$ cat src/rtl/fetch_seq_pkg.sv
// fetch_seq_pkg -- shared definitions for the fetch sequencing controller.
//   FULLW            : datapath width (program counter width)
//   DEF_FLUSH_CYCLES : default number of squashed fetch cycles after a redirect
//   fetch_state_t    : controller state encoding (2'd3 is illegal, recovers to INIT)
package fetch_seq_pkg;

  localparam int FULLW = 32;

  localparam int unsigned DEF_FLUSH_CYCLES = 1;

  typedef enum logic [1:0] {
    INIT  = 2'd0,
    RUN   = 2'd1,
    FLUSH = 2'd2
  } fetch_state_t;

endpackage

$ cat src/rtl/fetch_seq.sv
// fetch_seq -- sequencing controller for the 32-bit program counter.
// Each cycle decides whether the PC advances, holds, takes a relative branch
// or loads an absolute target, and produces fetch-valid / flush signals so
// wrong-path fetches are squashed.
//
// Ports:
//   clk, reset           : clock, synchronous active-high reset
//   jmp_req, jmp_addr    : absolute redirect (PC write) from writeback
//   br_req, br_off       : taken relative branch and signed byte offset
//   stall_req            : hazard unit requests a PC hold
//   imem_ready           : instruction memory can accept a new address
//   pc_en/pc_reset/pc_we/pc_wd/pc_ib/pc_bv : PC control inputs
//   if_valid             : PC address output is a valid fetch this cycle
//   flush                : kill all younger pipeline stages this cycle
//   busy_flush           : controller is in the FLUSH state
//   stall_cnt, redirect_cnt : performance counters (only with FETCH_SEQ_PERF_EN)
//
// Build option: define FETCH_SEQ_PERF_EN to add the performance counters.
//
// The PC's address output lags its internal counter by one enabled edge, so
// a single enabled edge after a redirect (the FLUSH cycle) brings the target
// onto the address output.
module fetch_seq
  import fetch_seq_pkg::*;
#(
  parameter int unsigned FLUSH_CYCLES = DEF_FLUSH_CYCLES
) (
  input  logic             clk,
  input  logic             reset,
  input  logic             jmp_req,
  input  logic [FULLW-1:0] jmp_addr,
  input  logic             br_req,
  input  logic [FULLW-1:0] br_off,
  input  logic             stall_req,
  input  logic             imem_ready,
  output logic             pc_en,
  output logic             pc_reset,
  output logic             pc_we,
  output logic [FULLW-1:0] pc_wd,
  output logic             pc_ib,
  output logic [FULLW-1:0] pc_bv,
  output logic             if_valid,
  output logic             flush,
  output logic             busy_flush
`ifdef FETCH_SEQ_PERF_EN
  ,
  output logic [31:0]      stall_cnt,
  output logic [31:0]      redirect_cnt
`endif
);

  localparam logic [3:0] FLUSH_LOAD = 4'(FLUSH_CYCLES - 1);

  fetch_state_t state_reg, state_next;
  logic [3:0]   flush_cnt_reg, flush_cnt_next;
  logic         redirect;
  logic         redirect_accept;

  assign redirect = jmp_req | br_req;

  always_ff @(posedge clk) begin
    state_reg     <= state_next;
    flush_cnt_reg <= flush_cnt_next;
  end

  always_comb begin
    state_next      = state_reg;
    flush_cnt_next  = flush_cnt_reg;
    pc_en           = 1'b0;
    pc_reset        = 1'b0;
    pc_we           = 1'b0;
    pc_wd           = jmp_addr;
    pc_ib           = 1'b0;
    pc_bv           = br_off;
    if_valid        = 1'b0;
    flush           = 1'b0;
    redirect_accept = 1'b0;

    if (reset) begin
      pc_en          = 1'b1;
      pc_reset       = 1'b1;
      pc_wd          = '0;
      pc_bv          = '0;
      flush          = 1'b1;
      state_next     = INIT;
      flush_cnt_next = 4'd0;
    end else begin
      case (state_reg)
        INIT: begin
          // One enabled edge moves counter 0 onto the address output.
          pc_en      = 1'b1;
          flush      = 1'b1;
          state_next = RUN;
        end
        RUN, FLUSH: begin
          if (redirect) begin
            // Redirects always load, regardless of stall or backpressure.
            redirect_accept = 1'b1;
            pc_en           = 1'b1;
            pc_we           = jmp_req;
            pc_ib           = br_req & ~jmp_req;
            flush           = 1'b1;
            state_next      = FLUSH;
            flush_cnt_next  = FLUSH_LOAD;
          end else if (state_reg == RUN) begin
            pc_en    = imem_ready & ~stall_req;
            if_valid = 1'b1;
          end else begin
            // No valid instruction is held in FLUSH, so stalls do not apply.
            pc_en = imem_ready;
            if (imem_ready) begin
              if (flush_cnt_reg == 4'd0) begin
                state_next = RUN;
              end else begin
                flush_cnt_next = flush_cnt_reg - 4'd1;
              end
            end
          end
        end
        default: begin
          // Illegal encoding: squash and recover through INIT.
          flush          = 1'b1;
          state_next     = INIT;
          flush_cnt_next = 4'd0;
        end
      endcase
    end
  end

  assign busy_flush = (state_reg == FLUSH);

`ifdef FETCH_SEQ_PERF_EN
  logic [31:0] stall_cnt_reg;
  logic [31:0] redirect_cnt_reg;

  always_ff @(posedge clk) begin
    if (reset) begin
      stall_cnt_reg    <= 32'd0;
      redirect_cnt_reg <= 32'd0;
    end else begin
      if ((state_reg == RUN) && !pc_en) begin
        stall_cnt_reg <= stall_cnt_reg + 32'd1;
      end
      if (redirect_accept) begin
        redirect_cnt_reg <= redirect_cnt_reg + 32'd1;
      end
    end
  end

  assign stall_cnt    = stall_cnt_reg;
  assign redirect_cnt = redirect_cnt_reg;
`endif

endmodule
$ cat config.mk
export PLATFORM = sky130hd
export DESIGN_NAME = fetch_seq
export DESIGN_NICKNAME = d
export VERILOG_FILES = /design/src/rtl/fetch_seq_pkg.sv /design/src/rtl/fetch_seq.sv
export SDC_FILE = /design/constraint.sdc
export NUM_CORES = 1
export LEC_CHECK = 0
export CAP_MARGIN = 40
export CORE_MARGIN = 2
export CORE_UTILIZATION = 24
export DETAILED_ROUTE_END_ITERATION = 8
export PLACE_DENSITY = 0.86
export SLEW_MARGIN = 30
export SYNTH_ARGS = -nofsm -noshare
export SYNTH_HDL_FRONTEND = slang
export SYNTH_SLANG_ARGS = --single-unit
$ cat constraint.sdc
create_clock -name clk -period 3.2 [get_ports clk]
set_input_delay 0.64 -clock clk [delete_from_list [all_inputs] [get_ports clk]]
set_output_delay 0.64 -clock clk [all_outputs]
set_load 0.1 [all_outputs]
==> impl_metrics.ini <==
[timing]
rsz0062_at_grt = false
period_share_pct = 76.8
finalHoldViolations = 0
finClkSkew_ps = 2.20
tns_ps = 0
timing.final.max_slew_violations = 0
slew_headroom_pct = 68.2
timing.fmax_mhz = 407
hold_ws_ps = 494
period_needed_ps = 2460
setup_violations = 0
worst_pin_slew_ps = 474

[clock_tree]
root_buffer = clkbuf_8
htree_levels = 1
numCtsBuffers = 3
clk_latency_ps = 230
clk_pin_slew_worst_paths_ps = 40
cts_sinks = 6
cts_tree = done
cts_resized = 0
postCtsHoldBufs = 0
cts_buffer_depth = 2
cts_setup_buffers = 0

[floorplan]
die_w_um = 65.1
rows = 22
io_pins = 141
core-area_um2 = 3630
start_util_pct = 24.7
fp.dieH_um = 65.1
die-area_um2 = 4240

[placed_design]
routabilityCongestion = 0.721
place_area_um2 = 2230
portBuffers = 140
hpwl_um = 3120

[detailed_routing]
wire_per_inst_um = 11.7
wl_um = 3630
vias = 1326
drt-vias-per-instance = 4.26
antenna_left = 0
firstDrtPassIters = 4
drt_iter0_markers = 40
drc = 0

[yosys]
synth-seq-cells = 6
ys_seq_area_share_pct = 13.4
yosys.area.top_type_share_pct = 46.7
synth_nets = 202
synth_area_leader_cell = nor2b_1
synth_area_leaders = nor2b_1 (47%), dfxtp_1 (13%), ha_1 (7.0%)
synth_area_um2 = 897
syn-instance-count = 127
synth_area_per_cell_um2 = 7.06
yosys_warnings = 0
synth_cell_types = 33

[global_routing]
grt_pass1_wl_um = 5370
grtUsageMet1_pct = 18.3
global_route.usage.met3_pct = 4.28
grt_max_degree = 48
grt_pass1_vias = 1227
grtUsageTotal_pct = 15.9
top_usage_layer = met2
antenna_found_initial = 0
overflow = 0
grtUsageMet2_pct = 29.5

[final_layout]
utilization_pct = 62.6
diodes = 0
drive_gt1_share_pct = 31.2
largest_register_ffs = 4
nets = 340
area_growth_pct = 153
final_area_um2 = 2270

[power_and_ir_drop]
leakagePower_uw = 0.00102
ir_drop_mv = 0.162
p_per_area_nw_per_um2 = 420

[run]
maxCapViolCount = 0

[critical_path]
required_ps = 2560
arrival_ps = 1820
worstSetupPathType = input pin to output pin
crit_path_cell_trace = clkdlybuf4s50_1 -> a21boi_0 -> o31ai_1 -> a21oi_2 -> buf_12
slowest_stage = clkdlybuf4s50_1
start_kind = input pin
cp-end-kind = output pin
cpPeakStageDelay_ps = 510
crit_fanout = 4

[hold_path]
hold_class = flip-flop to flip-flop

[status]
status = finished clean
[worst paths after layout]
| path | startpoint | end | slack, ps | cells after the start |
|---|---|---|---|---|
| worst min register to register | flush_cnt_reg[1] | flush_cnt_reg[1] | 490 | 2 |
| worst max-delay path | imem_ready | pc_en | 740 | 5 |
| worst min-delay path | flush_cnt_reg[1] | flush_cnt_reg[1] | 490 | 2 |
| worst max register to register | state_reg[0] | flush_cnt_reg[3] | 1250 | 5 |
[through the flow]
stage	total power [uW]	setup slack (ps)	instances
global placement	841	779	308
detailed placement	846	736	308
finish	956	742	311
floorplan	624	196	127
global route	995	632	311
CTS	963	734	311
[routing by layer]
layer / part of all wire (%) / up-vias
li1: - / 681
met3: 8.0 / 2
met5: 0 / -
met4: 0.58 / 0
met2: 53 / 66
met1: 38 / 577
[cell usage after synthesis]
library cell,instances
a211oi_1,1
a21boi_0,2
a21oi_1,2
a31oi_1,1
and2_1,1
and3_1,1
and3b_1,1
buf_4,1
clkbuf_1,8
dfxtp_1,6
ha_1,5
inv_1,5
nand2_1,1
nand2b_1,2
nand3_1,1
nand4_1,1
nor2_1,3
nor2b_1,67
nor3b_1,1
nor3b_2,1
o211ai_1,1
o21ai_0,2
o221ai_1,1
o22ai_1,1
o2bb2ai_1,1
o31ai_1,1
o32ai_1,1
or2_2,2
or3_1,1
or3b_1,2
or3b_2,1
or4_1,1
or4b_1,1
[cells by family after synthesis]
family	Yosys count	synth area share, %
AO/OA/AOI/OAI	14	10.7
flip-flops	6	13.4
AND/OR/NAND/NOR	88	62.6
buffers and inverters	14	6.28
adder cells (fa/ha/maj)	5	6.97
[power by group]
group | switching, uW | internal (uW) | total [uW]
Sequential | 7.56 | 82.9 | 90.4
Clock | 32.6 | 80.8 | 113
Combinational | 521 | 231 | 752
[cell usage in the layout, fill, tap and decap left out, types with 2 or more instances in the layout]
| cell type | netlist | final |
|---|---|---|
| clkdlybuf4s50_1 | 0 | 68 |
| nor2b_1 | 67 | 67 |
| buf_4 | 1 | 67 |
| dfxtp_1 | 6 | 6 |
| buf_12 | 0 | 6 |
| inv_1 | 5 | 5 |
| ha_1 | 5 | 5 |
| nor2_1 | 3 | 3 |
| clkbuf_8 | 0 | 3 |
| a21boi_0 | 2 | 2 |
| or3b_1 | 2 | 2 |
| or2_2 | 2 | 2 |
| nand2b_1 | 2 | 2 |
| o21ai_0 | 2 | 2 |
[area by class of cell]
cell class	instances	area, um2
Clock buffer	3	41.3
Timing Repair Buffer	142	1310
Sequential cell	6	120
Multi-Input combinational cell	107	724
Tap cell	48	60.1
Fill cell	344	1360
Inverter	5	18.8
[worst max-delay path, delay by kind of cell]
| family | cells | cell delay [ps] |
|---|---|---|
| buffers and inverters | 2 | 700 |
| AO/OA/AOI/OAI | 3 | 470 |
(Power assumes the default switching activity.)
